--- config.mk ---
export PLATFORM = sky130hd
export DESIGN_NAME = controle_multiciclo
export DESIGN_NICKNAME = d
export VERILOG_FILES = /design/src/rtl/controle_pkg.sv /design/src/rtl/contador_espera.sv /design/src/rtl/controle_multiciclo.sv
export SDC_FILE = /design/constraint.sdc
export NUM_CORES = 1
export LEC_CHECK = 0
export CAP_MARGIN = 15
export CORE_UTILIZATION = 38
export CTS_CLUSTER_SIZE = 28
export DETAILED_ROUTE_END_ITERATION = 8
export GPL_TIMING_DRIVEN = 0
export PLACE_DENSITY = 0.83
export SETUP_SLACK_MARGIN = 0.4
export SLEW_MARGIN = 20
export SYNTH_ARGS = -nofsm -noshare
export SYNTH_HDL_FRONTEND = slang
export SYNTH_SLANG_ARGS = --single-unit
--- constraint.sdc ---
create_clock -name clk -period 1.3 [get_ports clk]
set_input_delay 0.195 -clock clk [delete_from_list [all_inputs] [get_ports clk]]
set_output_delay 0.195 -clock clk [all_outputs]
set_load 0.01 [all_outputs]
--- src/rtl/controle_pkg.sv ---
// Shared definitions for the multicycle control unit.
//   estado_t       : FSM state encoding (4 bits, RESET = 0), exported as estadoAtual
//   OP_*           : 7-bit opcodes recognised in DECODE / ADDR
//   ULA_*          : estadoUla codes driven to the ALU control
//   SELB_*         : selB codes for the ALU B-input mux
//   largura_contador: width of the wait-state counter for a given MEM_WAIT
package controle_pkg;

    typedef enum logic [3:0] {
        S_RESET   = 4'd0,
        S_FETCH   = 4'd1,
        S_LOAD_IR = 4'd2,
        S_DECODE  = 4'd3,
        S_EXEC_R  = 4'd4,
        S_EXEC_I  = 4'd5,
        S_WB_ALU  = 4'd6,
        S_ADDR    = 4'd7,
        S_MEM_RD  = 4'd8,
        S_WB_LOAD = 4'd9,
        S_MEM_WR  = 4'd10,
        S_BRANCH  = 4'd11,
        S_TRAP    = 4'd12
    } estado_t;

    localparam logic [6:0] OP_R     = 7'b0110011;
    localparam logic [6:0] OP_I     = 7'b0010011;
    localparam logic [6:0] OP_LOAD  = 7'b0000011;
    localparam logic [6:0] OP_STORE = 7'b0100011;
    localparam logic [6:0] OP_BEQ   = 7'b1100011;

    localparam logic [1:0] ULA_ADD   = 2'b00;
    localparam logic [1:0] ULA_SUB   = 2'b01;
    localparam logic [1:0] ULA_FUNCT = 2'b10;

    localparam logic [1:0] SELB_RS2    = 2'b00;
    localparam logic [1:0] SELB_QUATRO = 2'b01;
    localparam logic [1:0] SELB_IMM    = 2'b10;

    // A counter must hold values 0..max_val; at least one bit even for max_val = 0.
    function automatic int largura_contador(input int max_val);
        return (max_val > 0) ? $clog2(max_val + 1) : 1;
    endfunction

endpackage

--- src/rtl/contador_espera.sv ---
// Wait-state counter for memory accesses.
//   clk   : clock, rising edge
//   rst_n : synchronous active-high reset (clears the count)
//   clr   : synchronous clear, has priority over en
//   en    : count up by one
//   done  : count has reached MAX
module contador_espera
    import controle_pkg::*;
#(
    parameter int MAX = 1
) (
    input  logic clk,
    input  logic rst_n,
    input  logic clr,
    input  logic en,
    output logic done
);

    localparam int CNT_W = largura_contador(MAX);

    logic [CNT_W-1:0] contagem;

    always_ff @(posedge clk) begin
        if (rst_n || clr) begin
            contagem <= '0;
        end else if (en) begin
            contagem <= contagem + CNT_W'(1);
        end
    end

    assign done = (contagem == CNT_W'(MAX));

endmodule

--- src/rtl/controle_multiciclo.sv ---
// Multicycle control unit: sequences fetch/decode/execute/memory/write-back for
// R-type, I-type ALU, load, store and beq. Unknown opcodes lock into TRAP.
//   clk          : clock, rising edge
//   rst_n        : synchronous reset, active HIGH despite the name
//   opcode       : opcode field from the instruction register
//   zero         : ALU zero flag (only used in BRANCH)
//   estadoUla    : ALU op (00 add, 01 sub, 10 decode by funct)
//   escritaPC    : PC write enable;   selPC: 0 ALU result, 1 branch target
//   selEnd       : memory address (0 PC, 1 ALUOut); RWmemoria: 1 write
//   escreveInstr : IR load;  escreveMDR: MDR load;  escreveReg: regfile write
//   memParaReg   : write-back source (0 ALUOut, 1 MDR)
//   selA         : ALU A (0 PC, 1 rs1); selB: ALU B (00 rs2, 01 const 4, 10 imm)
//   trap         : illegal opcode seen, sticky until reset
//   estadoAtual  : current state encoding (debug)
// Memory states (FETCH, MEM_RD, MEM_WR) last MEM_WAIT+1 cycles.
module controle_multiciclo
    import controle_pkg::*;
#(
    parameter int MEM_WAIT = 1,
    parameter int OPCODE_W = 7
) (
    input  logic                clk,
    input  logic                rst_n,
    input  logic [OPCODE_W-1:0] opcode,
    input  logic                zero,
    output logic [1:0]          estadoUla,
    output logic                escritaPC,
    output logic                selPC,
    output logic                selEnd,
    output logic                RWmemoria,
    output logic                escreveInstr,
    output logic                escreveMDR,
    output logic                escreveReg,
    output logic                memParaReg,
    output logic                selA,
    output logic [1:0]          selB,
    output logic                trap,
    output logic [3:0]          estadoAtual
);

    localparam logic [OPCODE_W-1:0] OPW_R     = OPCODE_W'(OP_R);
    localparam logic [OPCODE_W-1:0] OPW_I     = OPCODE_W'(OP_I);
    localparam logic [OPCODE_W-1:0] OPW_LOAD  = OPCODE_W'(OP_LOAD);
    localparam logic [OPCODE_W-1:0] OPW_STORE = OPCODE_W'(OP_STORE);
    localparam logic [OPCODE_W-1:0] OPW_BEQ   = OPCODE_W'(OP_BEQ);

    estado_t estado, proximo;
    logic    em_espera;
    logic    espera_fim;
    logic    clr_espera;

    always_ff @(posedge clk) begin
        if (rst_n) begin
            estado <= S_RESET;
        end else begin
            estado <= proximo;
        end
    end

    // Clearing on every state change guarantees the count starts at 0 on entry
    // to a memory state, including the back-to-back MEM_WR -> FETCH case.
    assign clr_espera = (proximo != estado);

    contador_espera #(
        .MAX (MEM_WAIT)
    ) u_espera (
        .clk   (clk),
        .rst_n (rst_n),
        .clr   (clr_espera),
        .en    (em_espera),
        .done  (espera_fim)
    );

    always_comb begin
        proximo      = estado;
        em_espera    = 1'b0;
        estadoUla    = ULA_ADD;
        escritaPC    = 1'b0;
        selPC        = 1'b0;
        selEnd       = 1'b0;
        RWmemoria    = 1'b0;
        escreveInstr = 1'b0;
        escreveMDR   = 1'b0;
        escreveReg   = 1'b0;
        memParaReg   = 1'b0;
        selA         = 1'b0;
        selB         = SELB_RS2;
        trap         = 1'b0;

        case (estado)
            S_RESET: proximo = S_FETCH;

            S_FETCH: begin
                em_espera = 1'b1;
                if (espera_fim) proximo = S_LOAD_IR;
            end

            S_LOAD_IR: begin
                escreveInstr = 1'b1;
                selB         = SELB_QUATRO;
                escritaPC    = 1'b1;
                proximo      = S_DECODE;
            end

            S_DECODE: begin
                if (opcode == OPW_R)                               proximo = S_EXEC_R;
                else if (opcode == OPW_I)                          proximo = S_EXEC_I;
                else if (opcode == OPW_LOAD || opcode == OPW_STORE) proximo = S_ADDR;
                else if (opcode == OPW_BEQ)                        proximo = S_BRANCH;
                else                                               proximo = S_TRAP;
            end

            S_EXEC_R: begin
                selA      = 1'b1;
                selB      = SELB_RS2;
                estadoUla = ULA_FUNCT;
                proximo   = S_WB_ALU;
            end

            S_EXEC_I: begin
                selA      = 1'b1;
                selB      = SELB_IMM;
                estadoUla = ULA_FUNCT;
                proximo   = S_WB_ALU;
            end

            S_WB_ALU: begin
                escreveReg = 1'b1;
                proximo    = S_FETCH;
            end

            // IR is stable here, so re-reading the opcode is safe; anything
            // other than load/store cannot arrive here unless IR was corrupted.
            S_ADDR: begin
                selA      = 1'b1;
                selB      = SELB_IMM;
                estadoUla = ULA_ADD;
                if (opcode == OPW_LOAD)       proximo = S_MEM_RD;
                else if (opcode == OPW_STORE) proximo = S_MEM_WR;
                else                          proximo = S_TRAP;
            end

            // MDR captures only on the last cycle, when read data is valid.
            S_MEM_RD: begin
                em_espera  = 1'b1;
                selEnd     = 1'b1;
                escreveMDR = espera_fim;
                if (espera_fim) proximo = S_WB_LOAD;
            end

            S_WB_LOAD: begin
                escreveReg = 1'b1;
                memParaReg = 1'b1;
                proximo    = S_FETCH;
            end

            S_MEM_WR: begin
                em_espera = 1'b1;
                selEnd    = 1'b1;
                RWmemoria = 1'b1;
                if (espera_fim) proximo = S_FETCH;
            end

            // The only Mealy-style outputs: branch taken when zero is set.
            S_BRANCH: begin
                selA      = 1'b1;
                selB      = SELB_RS2;
                estadoUla = ULA_SUB;
                escritaPC = zero;
                selPC     = zero;
                proximo   = S_FETCH;
            end

            S_TRAP: trap = 1'b1;

            default: proximo = S_RESET;
        endcase
    end

    assign estadoAtual = estado;

endmodule

After elaboration in Yosys (flattened, before gate mapping)

Index checks and enable logic that the tools add are counted.
W data, S select, Z words.

Input bits: 10
Output and inout bits: 18
Word-level logic and storage cells: 54
Register bits after elaboration: 5

Muxes and demuxes: 23
Add/sub/neg operators: 1
Equality and inequality tests: 18
Reduce and logical (&&, ||, !) cells: 10

Operator list:

| operator              | number |
|---|---|
| $pmux W4 S9           | 1 |
| $mux W4               | 6 |
| $eq A4 B4 Y1 const B  | 5 |
| $eq A4 B3 Y1 const B  | 4 |
| $eq A7 B6 Y1 const B  | 2 |
| $mux W1               | 10 |
| $mux W3               | 3 |
| $eq A4 B2 Y1 const B  | 2 |
| $pmux W2 S2           | 2 |
| $reduce_or A2 Y1      | 4 |
| $reduce_or A4 Y1      | 2 |
| $eq A7 B2 Y1 const B  | 1 |
| $eq A7 B5 Y1 const B  | 1 |
| $eq A7 B7 Y1 const B  | 1 |
| $eq A4 B1 Y1 const B  | 1 |
| $logic_not A4 Y1      | 1 |
| $ne A4 B4 Y1          | 1 |
| $reduce_or A3 Y1      | 1 |
| $logic_or A1 B1 Y1    | 2 |
| $pmux W1 S2           | 1 |
| $add A1 B1 Y1 const B | 1 |

Longest topological paths before layout

Depth in word-level cells: 8
Gate-level depth with buffers: 5
Mapped depth without buffers: 4

By module

A second synthesis with hierarchy kept.

Cell total of the unflattened synthesis: 81
Area total of the unflattened synthesis: 551.8 µm²

Modules (own cells, without submodules):

| module              | seq. area each (µm²) | instances | area each (µm²) | cells each |
|---|---|---|---|---|
| controle_multiciclo | 80.1                 | 1         | 513.0           | 78 |
| contador_espera     | 20.0                 | 1         | 38.8            | 3 |

Worst setup path before layout

Ideal clock, no wire load.

Kind: reg-to-output
Start point: register estado[1], in the netlist estadoAtual[1]
End point: output escritaPC
Required time: 1.105 ns
Stages on the path, launching flop included: 5
Data arrival time: 1.315 ns
Path slack: -0.210 ns
Buffers on the path: 1
Cell sequence: dfxtp_1 -> buf_2 -> nand2_1 -> nor3_1 -> or2_2

Word-level cells in the longest chain between the ends: 2
Elaborated cells between the ends (all ways): 3
Those cells by class: eq/ne (2); mux (1)

RTL lines:

| item                                         | RTL line                  | RTL |
|---|---|---|
| start: declaration                           | controle_multiciclo.sv:47 | `estado_t estado, proximo;` |
| start signal: assignment                     | controle_multiciclo.sv:56 | `estado <= proximo;` |
| $eq A4 B4 Y1 or $eq A4 B2 Y1 (tied branches) | controle_multiciclo.sv:90 | `case (estado)` |
| $pmux W1 S2 *                                | controle_multiciclo.sv:90 |  |
| end: declaration                             | controle_multiciclo.sv:27 | `output logic escritaPC,` |

Every way passes the cells marked *; elsewhere a longest branch is shown, timed or not.

Worst setup path in the final report

Start point: register estado[2], in the netlist estadoAtual[2]
End point: output escreveMDR

Word-level cells in the longest chain between the ends: 2

RTL lines:

| item             | RTL line                  | RTL |
|---|---|---|
| $eq A4 B4 Y1     | controle_multiciclo.sv:90 |  |
| $mux W1          | controle_multiciclo.sv:90 |  |
| end: declaration | controle_multiciclo.sv:32 | `output logic escreveMDR,` |

No other way between the ends.

==> impl_metrics.json <==
{
  "hp-class": "in -> reg",
  "r2r_slack_ns": -0.16,
  "drt_iter0_drc": 38,
  "worstRegToRegCells": 6,
  "crit_chain": "buf_8 > buf_8 > nor4b_4 > buf_2",
  "ys_types": 33,
  "arrival_ns": 1.35,
  "r2r_start": "estadoAtual[3]",
  "max_stage_delay_ns": 0.36,
  "clockBufferDepth": 2,
  "finalClockSkew_ns": 0.0135,
  "peakVddDrop_mv": 0.645,
  "rows": 13,
  "setup_viol": 16,
  "grt_first_pass_wirelength_mm": 3.73,
  "coreArea_mm2": 0.00132,
  "die_w_um": 39.8,
  "violations": "setup timing",
  "drcViolationCount": 0,
  "rsz0062_at_grt": "yes",
  "drtAntennaViolNets": 0,
  "gp_congestion": 0.866,
  "tightestPinTransition_ns": 0.321,
  "syn_area_um2": 544,
  "clock_latency_ns": 0.28,
  "p_per_area_mw_per_mm2": 634,
  "hold_depth": 4,
  "synth_area_per_cell_um2": 6.98,
  "start_kind": "flop",
  "fin_nets": 140,
  "critPathMaxFanout": 5,
  "fin_crit_ns": 1.54,
  "required_ns": 1.11,
  "finalCritPeriodShare_pct": 119,
  "grt_usage_pct": 37.1,
  "path_common_cell": "buf_8",
  "numCtsBuffers": 3,
  "hold_viol_final": 0,
  "yosys_register_bits": 5,
  "first_global_vias": 813,
  "p_leak_uw": 0.000510,
  "hold_start": "opcode[3]",
  "crit_path_end_kind": "primary output",
  "ys_warn_count": 0,
  "fmax_ghz": 0.648,
  "die_area_mm2": 0.00159,
  "ios": 28,
  "routed_wl_mm": 3.31,
  "via_count": 942,
  "wire_per_inst_um": 23.0,
  "crit_family": "buffers and inverters",
  "port_buffers": 27,
  "worstSetupPathType": "reg -> out",
  "rr_endpoint": "u_espera.done",
  "tritoncts": "done",
  "areaGrowthSynthToFinish_pct": 133,
  "cp_slowest_cell": "dfxtp_4",
  "initial_utilization_pct": 41.3,
  "finalInstanceArea_mm2": 0.00127,
  "outcome": "finished, violations left",
  "clock-root-buffer": "clkbuf_4",
  "max_slew_margin_pct": 78.3,
  "drive_above_1_share_pct": 65.9,
  "syn-num-nets": 88,
  "overflow": 0,
  "cap_violations": 0,
  "clk_pin_slew_worst_paths_ns": 0.06,
  "drt_first_pass_iters": 5,
  "die_h_um": 39.8,
  "fin_ws_ns": -0.242,
  "hold_ws_ns": 0.542,
  "drv_slew": 0,
  "ys_seq_area_share_pct": 18.4,
  "vias_per_cell": 6.54,
  "synthCells": 78,
  "pre_cts_ws_ns": -0.416,
  "detailedPlacementHpwl_mm": 1.35,
  "place_area_um2": 957,
  "antennaDiodeCount": 0,
  "hold_end": "estadoAtual[0]",
  "antenna_found_initial": 0,
  "grt_max_degree": 10,
  "clock_sinks": 5,
  "worst-path-buf-inv": 3,
  "hold_buffers": 0,
  "htreeDepth": 1
}
-- per-stage QoR --
step	setup TNS, ns	cells	util (%)	total power, µW
3_5_place_dp	-4.65	120	72.6	441
4_1_cts	-1.24	140	85.6	698
6_report	-2.48	144	96.4	805
2_1_floorplan	0	78	-	345
3_3_place_gp	-4.22	120	72.6	432
5_1_grt	-3.05	144	96.4	832
-- worst register-to-register path, cell delays in order (launching register included) --
cell and delay [ns]:
dfxtp_4 0.41, buf_8 0.15, buf_4 0.12, buf_6 0.11, nor2_1 0.06, o311ai_1 0.34
a211oi_1 0.13
-- power breakdown --
| part | internal [µW] | switching, µW |
|---|---|---|
| Clock | 118 | 99.6 |
| Combinational | 196 | 215 |
| Sequential | 163 | 12.8 |
| Total | 477 | 328 |
-- registers in the layout, indices dropped and copies added (netlist names) --
signal	flops
estadoAtual	4
u_espera.done	1
-- worst max path at each step --
stage                     end  cells past startpoint            from
2_1_floorplan   u_espera.done                      5  estadoAtual[0]
3_3_place_gp   estadoAtual[0]                      4       opcode[5]
3_5_place_dp   estadoAtual[0]                      4       opcode[5]
4_1_cts            escreveMDR                      4  estadoAtual[1]
5_1_grt            escreveMDR                      4  estadoAtual[2]
6_report           escreveMDR                      4  estadoAtual[2]
-- cell usage in the layout, fill, tap and decap left out, types with 2 or more instances in the layout --
cell type         n
clkbuf_4          3
nor3_4            2
and2_1            2
nor2_1            8
nor2_4            2
dfxtp_4           3
nor2_2            2
a211o_1           2
buf_8             5
buf_6            14
nand2_8           3
a21oi_2           4
o21ai_1           3
dlygate4sd2_1     5
nand2b_4          2
a211oi_2          2
buf_2            11
nor3_2            2
buf_4            13
clkdlybuf4s50_1   4
nand2_1           4
-- final cells by class --
class                           instances  area (µm²)
Inverter                                2        15.0
Timing Repair Buffer                   47         407
Buffer                                  7        87.6
Clock buffer                            4        26.3
Sequential cell                         5         113
Tap cell                               15        18.8
Fill cell                              27        47.5
Multi-Input combinational cell         64         603
-- cell usage after synthesis, drive strengths merged --
cell	n	area share [%]
nand4bb	1	5.1
nand2	7	4.8
o22a	1	1.6
a31oi	1	1.2
clkbuf	1	0.69
o31ai	1	1.4
o21bai	1	1.4
nor2b	1	1.2
and2	3	3.4
nor3	5	4.6
nor3b	1	1.4
a21oi	5	4.6
or2b	1	1.4
nand4	1	1.2
buf	6	6.9
dfxtp	5	18
a211oi	3	4.1
o311ai	1	1.6
inv	2	1.4
nand3	2	1.8
a22oi	1	1.4
or4	1	1.4
nor4b	1	1.6
or2	1	1.2
nor2	12	8.3
or4b	1	1.8
a2111oi	1	2.8
and2b	2	3.2
nand2b	3	3.4
a211o	2	3.2
o21ai	4	3.7
-- routing by layer --
layer	wire length, µm	share of wire [%]	GRT usage (%)
met1	1110	33	38.8
met2	1500	45	63.9
met3	418	13	11.9
met4	287	8.7	20.7
met5	0	0	0
-- cell families (layout without fill, tap and decap cells) --
logic type	Yosys count	after routing	share of synthesized area (%)
AOI/OAI and AO/OA	21	21	26.9
and+or+nand+nor	43	43	45.8
buffers and inverters	9	60	8.96
DFF	5	5	18.4
-- repair_timing --
action,in CTS,in global routing
buffers inserted,16,4
endpoints found under the setup margin,23,23
pin swaps,14,7
gates resized for setup,101,27
(Power assumes the default switching activity.)
